<file path="config.mk">
export PLATFORM = sky130hd
export DESIGN_NAME = alu_issue
export DESIGN_NICKNAME = d
export VERILOG_FILES = /design/src/rtl/alu_issue.sv
export SDC_FILE = /design/constraint.sdc
export NUM_CORES = 2
export LEC_CHECK = 0
export CORE_UTILIZATION = 46
export CTS_BUF_LIST = sky130_fd_sc_hd__clkbuf_8 sky130_fd_sc_hd__clkbuf_16
export DETAILED_ROUTE_END_ITERATION = 10
export HOLD_SLACK_MARGIN = 0.02
export PLACE_DENSITY_LB_ADDON = 0.3
export SLEW_MARGIN = 20
export SYNTH_ARGS = -nofsm -noshare
export SYNTH_HDL_FRONTEND = slang
export SYNTH_SLANG_ARGS = --single-unit
</file>
<file path="constraint.sdc">
create_clock -name clk -period 2.1 [get_ports clk]
set_input_delay 0.21 -clock clk [delete_from_list [all_inputs] [get_ports clk]]
set_output_delay 0.21 -clock clk [all_outputs]
set_load 0.05 [all_outputs]
</file>
<file path="src/rtl/alu_issue.sv">
// rtl/alu_issue.sv - RV32I OP/OP-IMM issue stage driving a combinational ALU
module alu_issue #(
    parameter int XLEN  = 32,
    parameter int NREGS = 32
) (
    input  logic            clk,
    input  logic            rst_n,
    input  logic            instr_valid,
    input  logic [31:0]     instr,
    output logic            instr_ready,
    output logic            alu_en,
    output logic [2:0]      alu_op,
    output logic            alu_func3,
    output logic [XLEN-1:0] alu_ra,
    output logic [XLEN-1:0] alu_rb,
    input  logic [XLEN-1:0] alu_out,
    output logic            retire_valid,
    output logic [4:0]      retire_rd,
    output logic [XLEN-1:0] retire_data,
    output logic            illegal,
    input  logic [4:0]      dbg_addr,
    output logic [XLEN-1:0] dbg_data
);

    typedef enum logic [1:0] {S_IDLE, S_EXEC, S_WB, S_ERR} state_t;

    localparam logic [6:0]      OPC_OP  = 7'b0110011;
    localparam logic [6:0]      OPC_IMM = 7'b0010011;
    localparam logic [6:0]      F7_ALT  = 7'b0100000;
    localparam logic [XLEN-1:0] MSB     = {1'b1, {(XLEN-1){1'b0}}};

    state_t          state, next_state;
    logic [31:0]     ir;
    logic [XLEN-1:0] result;
    logic [XLEN-1:0] rf [NREGS];
    logic            legal;

    logic [6:0] opc;
    logic [4:0] rd, rs1, rs2;
    logic [2:0] f3;
    logic       is_op;

    assign opc   = ir[6:0];
    assign rd    = ir[11:7];
    assign f3    = ir[14:12];
    assign rs1   = ir[19:15];
    assign rs2   = ir[24:20];
    assign is_op = (opc == OPC_OP);

    function automatic logic [XLEN-1:0] read_reg(input logic [4:0] a);
        return (a == 5'd0) ? '0 : rf[a];
    endfunction

    assign dbg_data = read_reg(dbg_addr);

    // Legality is judged on the offered word so ERR is chosen at accept time
    always_comb begin
        legal = 1'b0;
        case (instr[6:0])
            OPC_OP: legal = (instr[31:25] == 7'd0) ||
                            (instr[31:25] == F7_ALT &&
                             (instr[14:12] == 3'b000 || instr[14:12] == 3'b101));
            OPC_IMM: begin
                case (instr[14:12])
                    3'b001:  legal = (instr[31:25] == 7'd0);
                    3'b101:  legal = (instr[31:25] == 7'd0) || (instr[31:25] == F7_ALT);
                    default: legal = 1'b1;
                endcase
            end
            default: legal = 1'b0;
        endcase
    end

    always_comb begin
        next_state = state;
        case (state)
            S_IDLE:  if (instr_valid) next_state = legal ? S_EXEC : S_ERR;
            S_EXEC:  next_state = S_WB;
            S_WB:    next_state = S_IDLE;
            S_ERR:   next_state = S_IDLE;
            default: next_state = S_IDLE;
        endcase
    end

    always_ff @(posedge clk or negedge rst_n) begin
        if (!rst_n) begin
            state  <= S_IDLE;
            ir     <= '0;
            result <= '0;
            for (int i = 0; i < NREGS; i++) rf[i] <= '0;
        end else begin
            state <= next_state;
            if (state == S_IDLE && instr_valid) ir <= instr;
            if (state == S_EXEC) result <= alu_out;
            if (state == S_WB && rd != 5'd0) rf[rd] <= result;
        end
    end

    always_comb begin
        instr_ready  = (state == S_IDLE);
        alu_en       = 1'b0;
        alu_op       = 3'd0;
        alu_func3    = 1'b0;
        alu_ra       = '0;
        alu_rb       = '0;
        retire_valid = 1'b0;
        retire_rd    = 5'd0;
        retire_data  = '0;
        illegal      = (state == S_ERR);
        if (state == S_EXEC) begin
            alu_en = 1'b1;
            alu_op = f3;
            alu_ra = read_reg(rs1);
            alu_rb = is_op ? read_reg(rs2) : {{(XLEN-12){ir[31]}}, ir[31:20]};
            if (f3 == 3'b001 || f3 == 3'b101)
                alu_rb = {{(XLEN-5){1'b0}}, (is_op ? alu_rb[4:0] : ir[24:20])};
            // addi must never subtract, so OP-IMM only honours bit 30 for shifts
            if ((is_op && (f3 == 3'b000 || f3 == 3'b101)) || (!is_op && f3 == 3'b101))
                alu_func3 = ir[30];
            // Bias both operands so the ALU's signed compare gives the unsigned order
            if (f3 == 3'b011) begin
                alu_ra = alu_ra ^ MSB;
                alu_rb = alu_rb ^ MSB;
            end
        end
        if (state == S_WB) begin
            retire_valid = 1'b1;
            retire_rd    = rd;
            retire_data  = result;
        end
    end

endmodule

</file>
==> impl_metrics.py <==
metrics = {
    "outcome": {
        "status": "complete, but fails checks",
        "violations": "negative setup slack",
    },
    "floorplan": {
        "fp-row-count": 137,
        "io_pins": 213,
        "dieArea_mm2": 0.143,
        "die_h_um": 379,
        "start_util": 0.466,
        "die_w_um": 379,
        "design.core.area_mm2": 0.140,
    },
    "worst_setup_path": {
        "critical_path_class": "reg2out",
        "reg2reg_slack_ns": -0.45,
        "ff2ff_path_depth": 11,
        "end_kind": "output port",
        "worstPathArrival_ns": 3.41,
        "regToRegEndpoint": "rf[574]",
        "r2r-start": "state[0]",
        "crit_required_ns": 1.89,
        "start_kind": "flip-flop",
        "cp_max_fo": 6,
    },
    "power_and_ir_drop": {
        "p_leak_nw": 38.9,
        "p_sw_mw": 47.5,
        "clock_power_share": 0.174,
        "max-vdd-ir-drop_mv": 0.828,
        "power_density_mw_per_mm2": 1450,
        "p_int_mw": 82.7,
        "swShare": 0.365,
        "combPwrFrac": 0.519,
        "total_power_mw": 130,
        "power_frac_seq": 0.307,
    },
    "logic_synthesis": {
        "synth_simple_gate_area_share": 0.0236,
        "synth_edf_count": 0,
        "synthMuxAreaShare": 0.514,
        "synthAdderAreaFrac": 0,
        "synth_top_family_by_area": "multiplexers",
        "avgSynthCellArea_um2": 15.9,
        "syn_inst": 4107,
        "async_flop_share": 1.00,
        "synth_compound_area_frac": 0.0102,
        "yosysSeqAreaShare": 0.418,
        "synthesis.area_mm2": 0.0653,
        "yosysUniqueCellTypes": 45,
        "synth_xor_area_frac": 0.000134,
        "syn_nets": 4179,
        "yosysWarnings": 0,
        "ys_seq_elements": 1090,
        "synth-main-ff-cell": "dfrtp_1",
    },
    "clock_network": {
        "cts.clk_slew.worst_paths_ns": 0.06,
        "cts_tree": "done",
        "worstSkewPairLatency_ns": 0.78,
        "cts-root-buf": "clkbuf_16",
        "numCtsBuffers": 120,
        "clk_path_buf_depth": 3,
        "clock_sinks": 1090,
        "h-tree-depth": 3,
    },
    "place": {
        "gp_congestion": 0.882,
        "placed_area_mm2": 0.0766,
        "io_buffers": 212,
        "hpwl_mm": 148,
        "pre_cts_slack_ns": -1.13,
        "dp.cells": 6341,
    },
    "timing": {
        "fmax_mhz": 277,
        "worst_clock_skew_ns": 0.0436,
        "fin_crit_ns": 3.62,
        "tightest_slew_ns": 0.791,
        "fin_ws_ns": -1.52,
        "finalSetupViolCount": 1129,
        "fin_hold_ws_ns": 0.0450,
        "final_max_slew_viol_count": 0,
        "finalCritPeriodShare": 1.72,
        "hold_viol": 0,
        "rsz0062_at_grt": "true",
        "slew_headroom": 0.472,
        "totalNegativeSetupSlack_ns": -326.61,
    },
    "route": {
        "wl_mm": 261,
        "initialDrtViolationCount": 6505,
        "ant_nets": 0,
        "via_per_inst": 7.01,
        "wire_per_inst_um": 38.1,
        "drt_pre_antenna_iters": 9,
        "vias": 48011,
        "drcViolationCount": 0,
    },
    "grt": {
        "antenna_found_initial": 2,
        "grt_usage": 0.326,
        "grt_pass1_wl_mm": 335,
        "grt_max_degree": 119,
        "grt_overflow_total": 0,
        "grt_pass1_vias": 46776,
    },
    "min_path": {
        "hp-class": "in2reg",
        "min_path_cells": 2,
        "hold_end": "ir[7]",
        "holdCritStartpoint": "instr[7]",
    },
    "final_layout": {
        "drive_above_1_share": 0.706,
        "post-route-util": 0.639,
        "fin_nets": 4940,
        "n_fill_cell": 9527,
        "syn2layout_area_growth_pct": 37.2,
        "fin_area_mm2": 0.0896,
        "fin_cells": 6846,
    },
    "run": {
        "cap_violations": 0,
    },
}
synth_stat cells (10+ instances only):
master	count	share of area
nand3_1	10	0.00077
buf_2	125	0.0096
clkbuf_1	225	0.013
o21ai_0	14	0.0011
and2_1	41	0.0039
mux4_2	915	0.32
a22oi_1	11	0.0013
buf_6	13	0.0022
dfrtp_1	1090	0.42
nor2b_1	12	0.0011
nor2_1	99	0.0057
nand2_1	147	0.0084
mux2_2	1057	0.18
mux2i_1	99	0.015
a21oi_1	33	0.0025
buf_1	93	0.0053
a221oi_1	16	0.0021
buf_4	31	0.0036
logic make-up (layout without fill, tap and decap cells):
logic type      count (synthesis)  after routing
mux                          2079           2079
flops                        1090           1090
buf+inv                       491           1350
simple gates                  343            343
compound gates                103            103
xor+xnor                        1              1
other cells                     0              4
what timing repair did:
item / 4_1_cts / 5_1_grt
cloned: 24 / 75
endpoints found under the hold margin: 1019 / 0
pin swaps: 46 / 67
buffers inserted: 100 / 80
hold buffers: 29 / 0
endpoints found under the setup margin: 321 / 1128
gates resized for setup: 348 / 802
sequential cells by signal (all words and copies together), names as in the netlist:
name    cells
ir         32
result     32
rf       1024
state       2
critical path, stage by stage, from the launching register on:
cell      delay (ns)
dfrtp_4         0.53
buf_12          0.17
nand2b_1        0.24
a211oi_1        0.56
o41ai_2         0.20
o32ai_4         0.32
mux2i_4         0.41
buf_12          0.18
routing by layer:
metal  GRT usage  up-vias  wire length [µm]
li1            -    17872                 -
met1       0.450    25700             94200
met2       0.491     3628            115000
met3      0.0769      807             34300
met4       0.148        4             16800
met5           0        -               167
area by class of cell:
class,count,area [µm²],area share
repair buffers,1126,15800,0.176
inverters,4,17.5,0.000196
clock buffers,142,3340,0.0373
multi-input cells,2526,39900,0.446
clock inverters,78,828,0.00925
well taps,1876,2350,0.0262
flip-flops and latches,1090,27300,0.305
diodes,4,10.0,0.000112
layout by cell type (no fill, tap or decap), types with 6 or more instances in the layout:
cell,n
dfrtp_1,1077
mux4_2,915
mux2_4,595
mux2_2,470
buf_4,426
buf_12,337
clkbuf_16,193
buf_6,118
nand2_1,113
clkdlybuf4s50_1,65
mux2i_1,58
nor2_2,52
buf_16,50
and2_4,40
nor2_4,34
buf_8,31
dlygate4sd3_1,29
clkinv_2,28
inv_1,26
mux2i_2,23
a21oi_4,21
clkbuf_8,19
mux2i_4,18
bufinv_16,17
nand2_2,15
a221oi_4,13
nor2_1,13
nand2_8,13
a21oi_2,11
dfrtp_4,9
nor2b_1,8
o21ai_0,7
a22oi_1,6
nand3_1,6
nand2_4,6
power groups by stage:
stage | clock (mW) | sequential, mW | combinational [mW]
6_report | 22.7 | 39.9 | 67.6
5_1_grt | 23.5 | 40.8 | 69.8
4_1_cts | 22.7 | 38.7 | 61.3
3_5_place_dp | 0 | 39.0 | 55.6
3_3_place_gp | 0 | 38.3 | 54.9
2_1_floorplan | 0 | 35.5 | 38.1
worst max path at each step:
stage / start / to / slack, ns
floorplan: ir[16] / alu_ra[0] / -0.30
global placement: ir[15] / alu_ra[13] / -1.15
detailed placement: ir[15] / alu_ra[13] / -1.13
CTS: ir[15] / alu_ra[13] / -1.53
global route: ir[20] / alu_rb[15] / -1.56
finish: ir[22] / alu_rb[31] / -1.52
No activity file was read; power rests on OpenSTA's default activity.
